==> config.mk <==
export PLATFORM = sky130hd
export DESIGN_NAME = rc_arbiter_flat
export DESIGN_NICKNAME = d
export VERILOG_FILES = /design/src/rtl/rc_arbiter_if.sv /design/src/rtl/rc_arbiter.sv /design/src/flat_wrapper.sv
export SDC_FILE = /design/constraint.sdc
export NUM_CORES = 1
export LEC_CHECK = 0
export CAP_MARGIN = 20
export CELL_PAD_IN_SITES_DETAIL_PLACEMENT = 1
export CELL_PAD_IN_SITES_GLOBAL_PLACEMENT = 2
export CORE_MARGIN = 1.5
export CORE_UTILIZATION = 22
export CTS_CLUSTER_DIAMETER = 40
export CTS_CLUSTER_SIZE = 28
export DETAILED_ROUTE_END_ITERATION = 8
export HOLD_SLACK_MARGIN = 0.02
export MAX_ROUTING_LAYER = met4
export PLACE_DENSITY = 0.86
export REMOVE_ABC_BUFFERS = 1
export SYNTH_ARGS = -nofsm -noshare
export SYNTH_HDL_FRONTEND = slang
export SYNTH_SLANG_ARGS = --single-unit
==> constraint.sdc <==
create_clock -name clk -period 3 [get_ports clk]
set_input_delay 0.3 -clock clk [delete_from_list [all_inputs] [get_ports clk]]
set_output_delay 0.3 -clock clk [all_outputs]
set_load 0.01 [all_outputs]
==> src/rtl/rc_arbiter_if.sv <==
// Route-computation arbiter bus: port encoding plus the shared handshake bundle.
// Requesters drive req/dest/ready; the arbiter returns grant/port/err with valid.
package noc_params;
    typedef enum logic [2:0] {
        LOCAL,
        NORTH,
        SOUTH,
        WEST,
        EAST
    } port_t;
endpackage

interface rc_arbiter_if #(
    parameter int N_REQ = 4,
    parameter int X_W   = 3,
    parameter int Y_W   = 3
);
    import noc_params::*;

    logic [N_REQ-1:0]          req_i;
    logic [N_REQ-1:0][X_W-1:0] x_dest_i;
    logic [N_REQ-1:0][Y_W-1:0] y_dest_i;
    logic                      ready_i;
    logic                      valid_o;
    logic [N_REQ-1:0]          grant_o;
    port_t                     out_port_o;
    logic                      err_o;

    modport master (
        output req_i, x_dest_i, y_dest_i, ready_i,
        input  valid_o, grant_o, out_port_o, err_o
    );

    modport slave (
        input  req_i, x_dest_i, y_dest_i, ready_i,
        output valid_o, grant_o, out_port_o, err_o
    );
endinterface

==> src/rtl/rc_arbiter.sv <==
// Round-robin arbiter sharing one XY route computation among N_REQ VCs.
// Optional macro RC_ARBITER_DEST_CHECK_EN flags destinations outside the mesh.
module rc_arbiter
    import noc_params::*;
#(
    parameter int N_REQ       = 4,
    parameter int MESH_SIZE_X = 5,
    parameter int MESH_SIZE_Y = 7,
    parameter int X_CURRENT   = MESH_SIZE_X / 2,
    parameter int Y_CURRENT   = MESH_SIZE_Y / 2
) (
    input logic        clk,
    input logic        rst,
    rc_arbiter_if.slave bus
);
    localparam int DEST_ADDR_SIZE_X = $clog2(MESH_SIZE_X);
    localparam int DEST_ADDR_SIZE_Y = $clog2(MESH_SIZE_Y);
    localparam int PTR_W = (N_REQ > 1) ? $clog2(N_REQ) : 1;

    typedef enum logic {
        IDLE,
        VALID
    } state_t;

    state_t                      state, state_n;
    logic [PTR_W-1:0]            ptr, ptr_n;
    logic [N_REQ-1:0]            grant, grant_n;
    port_t                       port_q, port_n;
    logic                        err, err_n;
    logic [N_REQ-1:0]            cand;
    logic                        found;
    logic                        load;
    logic [PTR_W-1:0]            win;
    logic [DEST_ADDR_SIZE_X-1:0] xd;
    logic [DEST_ADDR_SIZE_Y-1:0] yd;

    function automatic port_t route(
        input logic [DEST_ADDR_SIZE_X-1:0] x,
        input logic [DEST_ADDR_SIZE_Y-1:0] y
    );
        if (x < DEST_ADDR_SIZE_X'(X_CURRENT))      return WEST;
        else if (x > DEST_ADDR_SIZE_X'(X_CURRENT)) return EAST;
        else if (y < DEST_ADDR_SIZE_Y'(Y_CURRENT)) return NORTH;
        else if (y > DEST_ADDR_SIZE_Y'(Y_CURRENT)) return SOUTH;
        else                                       return LOCAL;
    endfunction

    // Eligible set and round-robin pick starting just after the last winner
    always_comb begin
        cand  = '0;
        found = 1'b0;
        win   = '0;
        if (state == IDLE) begin
            cand = bus.req_i;
        end else if (bus.ready_i) begin
            cand = bus.req_i & ~grant;
        end
        for (int k = 1; k <= N_REQ; k++) begin
            if (!found && cand[(int'(ptr) + k) % N_REQ]) begin
                found = 1'b1;
                win   = PTR_W'((int'(ptr) + k) % N_REQ);
            end
        end
        xd = bus.x_dest_i[win];
        yd = bus.y_dest_i[win];
    end

    // Next-state, next result and pointer update
    always_comb begin
        state_n = state;
        ptr_n   = ptr;
        grant_n = grant;
        port_n  = port_q;
        err_n   = err;
        load    = 1'b0;
        case (state)
            IDLE: begin
                if (found) begin
                    load    = 1'b1;
                    state_n = VALID;
                end
            end
            VALID: begin
                if (bus.ready_i) begin
                    if (found) begin
                        load = 1'b1;
                    end else begin
                        state_n = IDLE;
                        grant_n = '0;
                        err_n   = 1'b0;
                    end
                end
            end
            default: state_n = IDLE;
        endcase
        if (load) begin
            grant_n      = '0;
            grant_n[win] = 1'b1;
            ptr_n        = win;
`ifdef RC_ARBITER_DEST_CHECK_EN
            if (int'(xd) >= MESH_SIZE_X || int'(yd) >= MESH_SIZE_Y) begin
                port_n = LOCAL;
                err_n  = 1'b1;
            end else begin
                port_n = route(xd, yd);
                err_n  = 1'b0;
            end
`else
            port_n = route(xd, yd);
            err_n  = 1'b0;
`endif
        end
    end

    // State and result registers; ptr resets so index 0 wins first
    always_ff @(posedge clk) begin
        if (rst) begin
            state  <= IDLE;
            ptr    <= PTR_W'(N_REQ - 1);
            grant  <= '0;
            port_q <= LOCAL;
            err    <= 1'b0;
        end else begin
            state  <= state_n;
            ptr    <= ptr_n;
            grant  <= grant_n;
            port_q <= port_n;
            err    <= err_n;
        end
    end

    assign bus.valid_o    = (state == VALID);
    assign bus.grant_o    = grant;
    assign bus.out_port_o = port_q;
    assign bus.err_o      = err;
endmodule

==> src/flat_wrapper.sv <==
// flat-port wrapper written by rule: the top's interface ports become plain ports
module rc_arbiter_flat import noc_params::*;
#(
    parameter int N_REQ       = 4,
    parameter int MESH_SIZE_X = 5,
    parameter int MESH_SIZE_Y = 7,
    parameter int X_CURRENT   = MESH_SIZE_X / 2,
    parameter int Y_CURRENT   = MESH_SIZE_Y / 2
)
  (clk, rst, bus_req_i, bus_x_dest_i, bus_y_dest_i, bus_ready_i, bus_valid_o, bus_grant_o, bus_out_port_o, bus_err_o);
  rc_arbiter_if #(.N_REQ(N_REQ), .X_W(3), .Y_W(3)) bus_i ();
  input logic clk;
  input logic rst;
  input wire logic [$bits(bus_i.req_i)-1:0] bus_req_i;
  input wire logic [$bits(bus_i.x_dest_i)-1:0] bus_x_dest_i;
  input wire logic [$bits(bus_i.y_dest_i)-1:0] bus_y_dest_i;
  input wire logic [$bits(bus_i.ready_i)-1:0] bus_ready_i;
  output wire logic [$bits(bus_i.valid_o)-1:0] bus_valid_o;
  output wire logic [$bits(bus_i.grant_o)-1:0] bus_grant_o;
  output wire logic [$bits(bus_i.out_port_o)-1:0] bus_out_port_o;
  output wire logic [$bits(bus_i.err_o)-1:0] bus_err_o;
  assign bus_i.req_i = bus_req_i;
  assign bus_i.x_dest_i = bus_x_dest_i;
  assign bus_i.y_dest_i = bus_y_dest_i;
  assign bus_i.ready_i = bus_ready_i;
  assign bus_valid_o = bus_i.valid_o;
  assign bus_grant_o = bus_i.grant_o;
  assign bus_out_port_o = bus_i.out_port_o;
  assign bus_err_o = bus_i.err_o;
  rc_arbiter #(.N_REQ(N_REQ), .MESH_SIZE_X(MESH_SIZE_X), .MESH_SIZE_Y(MESH_SIZE_Y), .X_CURRENT(X_CURRENT), .Y_CURRENT(Y_CURRENT)) u_core (.clk(clk), .rst(rst), .bus(bus_i));
endmodule
# After elaboration in Yosys (flattened, before gate mapping)
# Cells that the tools add are included.
[word_totals]
out_inout_bits = 9
word_cells = 81
register_bits = 10
[op_classes]
muxes = 41
eq_ne = 1
magnitude_cmp = 10
n_reduce_logical = 14
n_bitwise = 7
n_addsub = 4
[ops]
columns = ["op", "n"]
rows = [
  ["4-bit 2-to-1 mux", 6],
  ["3-bit by 4-bit < comparator with 1-bit output (second input constant)", 4],
  ["1-bit 2-to-1 mux", 16],
  ["3-bit 2-to-1 mux", 5],
  ["3-bit binary-select mux with 2-bit select", 2],
  ["2-bit 2-to-1 mux", 5],
  ["1-bit binary-select mux with 2-bit select", 4],
  ["2-bit OR reduction", 4],
  ["3-bit by 2-bit greater-than comparator with 1-bit output (second input constant)", 2],
  ["3-bit by 2-bit < comparator with 1-bit output (second input constant)", 2],
  ["2-bit by 1-bit adder with 2-bit output (second input constant)", 2],
  ["2-bit adder (second input constant)", 2],
  ["1-bit AND (first input constant)", 4],
  ["4-bit AND", 1],
  ["1-bit logical AND", 4],
  ["4-bit NOT", 1],
  ["1-bit case mux with 2 select lines", 2],
  ["2-bit nonzero test", 2],
  ["1-bit logical NOT", 3],
  ["2-bit by 3-bit < comparator with 1-bit output (second input constant)", 1],
  ["3-bit AND reduction", 1],
  ["1-bit demux with 2-bit select", 1],
  ["2-bit by 1-bit >= comparator with 1-bit output (second input constant)", 1],
  ["2-bit != test (second input constant)", 1],
  ["1-bit NOT", 1],
]

# Depth between registers and ports, before layout
[depth]
word_depth = 24
depth_mapped = 9
depth_no_buf = 8

# Worst setup path before layout
# No wires, ideal clock.
[synth_path]
path_kind = "register to register"
start = "register u_core.state, in the netlist u_core.bus.valid_o"
end = "register u_core.port_q[1], in the netlist u_core.bus.out_port_o[1]"
arrival_ns = 2.059
n_path_buf = 0
path_slack_ns = 0.823
t_required_ns = 2.881
stages_incl_launch_ff = 8
path_cell_list = "dfxtp_1 inv_2 o21ai_2 o221ai_1 a21oi_2 mux2_2 o21a_1 o221a_1"
[synth_via]
elab_chain_len = 21
word_cells_on_any_way = 43
classes_between = "order compare (4); mux (32); bitwise (1); reduce/logical (6)"
[synth_rtl]
columns = ["element", "line_no", "text"]
rows = [
  ["start: declaration", "rc_arbiter.sv:25", "state_t state, state_n;"],
  ["start signal: assignment", "rc_arbiter.sv:124", "state <= state_n;"],
  ["4-bit 2-to-1 mux", "rc_arbiter.sv:53", "if (state == IDLE) begin"],
  ["1-bit binary-select mux with 2-bit select", "rc_arbiter.sv:59", "if (!found && cand[(int'(ptr) + k) % N_REQ]) begin"],
  ["1-bit 2-to-1 mux (not written as such) (2 in a row)", "rc_arbiter.sv:59", ""],
  ["1-bit 2-to-1 mux", "rc_arbiter.sv:59", ""],
  ["1-bit logical NOT", "rc_arbiter.sv:59", ""],
  ["1-bit logical AND", "rc_arbiter.sv:59", ""],
  ["1-bit 2-to-1 mux", "rc_arbiter.sv:59", ""],
  ["1-bit logical NOT", "rc_arbiter.sv:59", ""],
  ["(+4 left out)", "-", ""],
  ["2-bit 2-to-1 mux", "rc_arbiter.sv:59", ""],
  ["3-bit binary-select mux with 2-bit select", "rc_arbiter.sv:65", "yd = bus.y_dest_i[win];"],
  ["3-bit 2-to-1 mux (not written as such)", "rc_arbiter.sv:65", ""],
  ["3-bit by 2-bit greater-than comparator with 1-bit output", "rc_arbiter.sv:44", "else if (y > DEST_ADDR_SIZE_Y'(Y_CURRENT)) return SOUTH;"],
  ["2-bit 2-to-1 mux", "rc_arbiter.sv:44", ""],
  ["3-bit 2-to-1 mux", "rc_arbiter.sv:43", "else if (y < DEST_ADDR_SIZE_Y'(Y_CURRENT)) return NORTH;"],
  ["3-bit 2-to-1 mux", "rc_arbiter.sv:42", "else if (x > DEST_ADDR_SIZE_X'(X_CURRENT)) return EAST;"],
  ["3-bit 2-to-1 mux", "rc_arbiter.sv:41", "if (x < DEST_ADDR_SIZE_X'(X_CURRENT)) return WEST;"],
  ["end signal: assignment", "rc_arbiter.sv:127", "port_q <= port_n;"],
  ["end: declaration", "rc_arbiter.sv:28", "port_t port_q, port_n;"],
]
# Parallel ways exist; a longest one is shown, timed or not. The select of a mux whose other input is x is not followed.
# A chain may end at the register's enable or synchronous reset.

# Worst setup path after layout
[layout_path]
start = "input port bus_ready_i"
end = "register u_core.port_q[0], in the netlist u_core.bus.out_port_o[0]"
[layout_via]
elab_chain_len = 21
word_cells_on_any_way = 41
classes_between = "order compare (3); mux (32); reduce/logical (6)"
[layout_rtl]
columns = ["element", "line_no", "text"]
rows = [
  ["start: declaration", "flat_wrapper.sv:17", "input wire logic [$bits(bus_i.ready_i)-1:0] bus_ready_i;"],
  ["4-bit 2-to-1 mux", "rc_arbiter.sv:55", "end else if (bus.ready_i) begin"],
  ["4-bit 2-to-1 mux", "rc_arbiter.sv:53", ""],
  ["1-bit binary-select mux with 2-bit select", "rc_arbiter.sv:59", ""],
  ["1-bit 2-to-1 mux (not written as such) (2 in a row)", "rc_arbiter.sv:59", ""],
  ["1-bit 2-to-1 mux", "rc_arbiter.sv:59", ""],
  ["1-bit logical NOT", "rc_arbiter.sv:59", ""],
  ["1-bit logical AND", "rc_arbiter.sv:59", ""],
  ["1-bit 2-to-1 mux", "rc_arbiter.sv:59", ""],
  ["(+4 left out)", "-", ""],
  ["1-bit logical AND", "rc_arbiter.sv:59", ""],
  ["2-bit 2-to-1 mux", "rc_arbiter.sv:59", ""],
  ["3-bit binary-select mux with 2-bit select", "rc_arbiter.sv:65", ""],
  ["3-bit 2-to-1 mux (not written as such)", "rc_arbiter.sv:65", ""],
  ["3-bit by 2-bit < comparator with 1-bit output", "rc_arbiter.sv:43", ""],
  ["3-bit 2-to-1 mux", "rc_arbiter.sv:43", ""],
  ["3-bit 2-to-1 mux", "rc_arbiter.sv:42", ""],
  ["3-bit 2-to-1 mux", "rc_arbiter.sv:41", ""],
]
# Parallel ways exist; a longest one is shown, timed or not. The select of a mux whose other input is x is not followed.

==> run_summary.xml <==
<?xml version="1.0" encoding="UTF-8"?>
<metrics>
  <group name="detailed_routing">
    <metric name="wirelength" unit="um">2718</metric>
    <metric name="detail_route.vias_per_cell" unit="">4.919</metric>
    <metric name="iteration_0_drc_markers" unit="">12</metric>
    <metric name="drt_pre_antenna_iters" unit="">4</metric>
    <metric name="route.vias.total" unit="">910</metric>
    <metric name="drc" unit="">0</metric>
    <metric name="antenna_left" unit="">0</metric>
    <metric name="wl_per_cell" unit="um">14.69</metric>
  </group>
  <group name="placed_design">
    <metric name="gp_routability_congestion" unit="">0.7461</metric>
    <metric name="place_hpwl" unit="um">2317</metric>
    <metric name="place.port_buffers" unit="">38</metric>
  </group>
  <group name="sta">
    <metric name="tightest_pin_transition" unit="ns">0.5296</metric>
    <metric name="layout_worst_path_cycle_share" unit="%">85.64</metric>
    <metric name="timing.final.hold_violations" unit="">0</metric>
    <metric name="final.setup_skew" unit="ns">0.006320</metric>
    <metric name="final.min_clock_period" unit="ns">2.569</metric>
    <metric name="max_freq" unit="MHz">389.2</metric>
    <metric name="finalMaxSlewViolations" unit="">0</metric>
    <metric name="grt_setup_unrepaired" unit="">no</metric>
    <metric name="timing.max_slew.rel_slack" unit="%">64.62</metric>
    <metric name="setup_tns" unit="ns">0</metric>
    <metric name="hold_slack" unit="ns">0.4855</metric>
    <metric name="final_count_of_negative_setup_slack_endpoints" unit="">0</metric>
  </group>
  <group name="synthesis">
    <metric name="fraction_of_registers_with_async_set_or_reset_after_synthesis" unit="%">0</metric>
    <metric name="post-synth-top-count-cell" unit="">sky130_fd_sc_hd__nand3_1</metric>
    <metric name="netlist_area" unit="sq um">838.3</metric>
    <metric name="synth.top_cells.by_count" unit="">11 x sky130_fd_sc_hd__nand3_1, 10 x sky130_fd_sc_hd__dfxtp_1, 8 x sky130_fd_sc_hd__nor2_1, 7 x sky130_fd_sc_hd__o21ai_0, 6 x sky130_fd_sc_hd__a21oi_1</metric>
    <metric name="yosys_cell_types" unit="">40</metric>
    <metric name="yosys.area.top_type_share" unit="%">23.88</metric>
    <metric name="synth_area_leaders" unit="">sky130_fd_sc_hd__dfxtp_1 24%, sky130_fd_sc_hd__nand3_1 6.6%, sky130_fd_sc_hd__o21ai_0 4.2%</metric>
    <metric name="gate_count_of_the_mapped_netlist" unit="">97</metric>
    <metric name="synth-seq-area-share" unit="%">23.88</metric>
    <metric name="edff_count_synth" unit="">0</metric>
    <metric name="synth_area_per_cell" unit="sq um">8.642</metric>
    <metric name="synth_ff_type" unit="">sky130_fd_sc_hd__dfxtp_1</metric>
    <metric name="synth_top_area_cell" unit="">sky130_fd_sc_hd__dfxtp_1</metric>
    <metric name="synth.ff_latch_count" unit="">10</metric>
    <metric name="yosysWarningCount" unit="">0</metric>
  </group>
  <group name="cts">
    <metric name="h_tree_levels" unit="">1</metric>
    <metric name="cts-buffers-inserted" unit="">3</metric>
    <metric name="clk_latency" unit="ns">0.24</metric>
    <metric name="post_cts_hold_fix_bufs" unit="">0</metric>
    <metric name="tritoncts" unit="">built</metric>
    <metric name="clk_root_buffer_cell" unit="">sky130_fd_sc_hd__clkbuf_8</metric>
    <metric name="clock-sinks" unit="">10</metric>
    <metric name="cts_max_path_buffers" unit="">2</metric>
    <metric name="post-cts-setup-buffer-count" unit="">0</metric>
    <metric name="cts.clk_slew.worst_paths" unit="ns">0.04</metric>
    <metric name="cts-resized-gates" unit="">0</metric>
  </group>
  <group name="cells_and_area">
    <metric name="area_growth" unit="%">55.67</metric>
    <metric name="diodes" unit="">0</metric>
    <metric name="layout-drive-gt1-share" unit="%">16.79</metric>
    <metric name="final_core_area_utilization" unit="%">35.65</metric>
    <metric name="final_net_count" unit="">169</metric>
  </group>
  <group name="global_routing">
    <metric name="grt_start_max_net_pins" unit="">10</metric>
    <metric name="global_route.usage.total" unit="%">13.97</metric>
    <metric name="number_of_antenna_violations_at_the_first_check_in_global_routing" unit="">0</metric>
    <metric name="first_global_vias" unit="">990</metric>
    <metric name="grt.overflow.total" unit="">0</metric>
    <metric name="grt_first_pass_wirelength" unit="um">4526</metric>
  </group>
  <group name="setup_path">
    <metric name="critPathMaxFanout" unit="">7</metric>
    <metric name="crit_chain" unit="">clkdlybuf4s50_1, nor2b_2, o21ai_2, a211oi_1, a21o_1, nand3_1, a211oi_1, o221ai_1, nand2_1</metric>
    <metric name="critical_path_required_time" unit="ns">3.17</metric>
    <metric name="worstSetupStartpointType" unit="">input port</metric>
    <metric name="largest_stage_delay_on_the_critical_path" unit="ns">0.55</metric>
    <metric name="crit_type" unit="">input port to register</metric>
    <metric name="critPathArrivalTime" unit="ns">2.74</metric>
    <metric name="crit_path_frequent_cell" unit="">sky130_fd_sc_hd__a211oi_1</metric>
    <metric name="end_kind" unit="">register</metric>
    <metric name="critical-path-slowest-cell" unit="">sky130_fd_sc_hd__clkdlybuf4s50_1</metric>
  </group>
  <group name="min_path">
    <metric name="hp-class" unit="">register to register</metric>
  </group>
  <group name="run_status">
    <metric name="status" unit="">finished, final reports clean</metric>
  </group>
  <group name="floorplan">
    <metric name="die-height" unit="um">64.73</metric>
    <metric name="die_area" unit="sq um">4190</metric>
    <metric name="core_footprint" unit="sq um">3661</metric>
    <metric name="initial_utilization" unit="%">22.90</metric>
    <metric name="fp-row-count" unit="">22</metric>
    <metric name="floorplan.io_pins" unit="">40</metric>
    <metric name="die_width" unit="um">64.73</metric>
  </group>
  <group name="power">
    <metric name="power_per_cell_area" unit="nW/um^2">483.9</metric>
    <metric name="leakage" unit="nW">0.4745</metric>
    <metric name="peakVddDrop" unit="mV">0.2285</metric>
  </group>
  <group name="run">
    <metric name="number_of_max_cap_violations" unit="">0</metric>
  </group>
</metrics>
## placed cells by master, fill, tap and decap left out, types with 3 or more instances in the layout
cell	n
sky130_fd_sc_hd__a22oi_1	4
sky130_fd_sc_hd__a211oi_1	3
sky130_fd_sc_hd__nand3_1	11
sky130_fd_sc_hd__nor2_1	8
sky130_fd_sc_hd__o21a_1	3
sky130_fd_sc_hd__clkdlybuf4s50_1	38
sky130_fd_sc_hd__clkbuf_8	4
sky130_fd_sc_hd__a21oi_1	6
sky130_fd_sc_hd__dfxtp_1	10
sky130_fd_sc_hd__nand2_1	4
sky130_fd_sc_hd__o21ai_0	7
## layout make-up
type                            instances  area [sq um]
Fill cell                             449          2356
Multi-Input combinational cell         80         583.1
Timing Repair Buffer                   40         395.4
Sequential cell                        10         200.2
Tap cell                               48         60.06
Clock buffer                            4         55.05
Inverter                                3         11.26
## worst max-delay path: cells and delay by family
family	cells	cell delay, ns
AND/OR/NAND/NOR	3	0.52
buffers and inverters	1	0.55
AO/OA/AOI/OAI	5	1.38
## layer usage
layer / share of wire (%) / GRT usage [%]
met2: 54 / 25.39
met4: 0.63 / 2.394
met3: 2.3 / 2.257
met5: 0 / -
met1: 43 / 16.33
## sequential cells by signal, indices dropped and copies added, names as in the netlist
| signal | flops |
|---|---|
| u_core.bus.grant_o | 4 |
| u_core.bus.valid_o | 1 |
| u_core.bus.out_port_o | 3 |
| u_core.ptr | 2 |
## metrics by stage
| step | std cells | power [W] | worst slack (ns) | cell area, sq um |
|---|---|---|---|---|
| detailed placement | 181 | 0.0004668 | 0.2201 | 1250 |
| CTS | 185 | 0.0006364 | 0.4428 | 1305 |
| global route | 185 | 0.0006739 | 0.2190 | 1305 |
| finish | 185 | 0.0006314 | 0.4308 | 1305 |
| global placement | 181 | 0.0004598 | 0.2992 | 1250 |
| floorplan | 93 | 0.0003447 | 0.8225 | 794.5 |
## kinds of logic (layout without fill, tap and decap cells)
kind of cell / Yosys count / count (layout) / synth area share, %
compound gates: 43 / 43 / 43.43
buf+inv: 7 / 47 / 6.567
flops: 10 / 10 / 23.88
mux: 3 / 3 / 3.731
other cells: 1 / 1 / 0.4473
simple gates: 33 / 33 / 21.94
## power breakdown
group | switching [W] | leakage, nW | internal, W
Combinational | 0.000142 | 0.363 | 0.000146
Clock | 0.0000517 | 0.0288 | 0.000115
Sequential | 0.0000225 | 0.0827 | 0.000154
Total | 0.000216 | 0.474 | 0.000415
## worst paths after layout
kind / from / cells past startpoint / endpoint / slack, ns
worst min register to register: u_core.bus.out_port_o[0] / 2 / u_core.bus.out_port_o[0] / 0.49
worst max register to register: u_core.bus.grant_o[0] / 7 / u_core.bus.out_port_o[1] / 0.67
worst max-delay path: bus_ready_i / 9 / u_core.bus.out_port_o[0] / 0.43
worst min-delay path: u_core.bus.out_port_o[0] / 2 / u_core.bus.out_port_o[0] / 0.49
No activity file was read; power rests on OpenSTA's default activity.
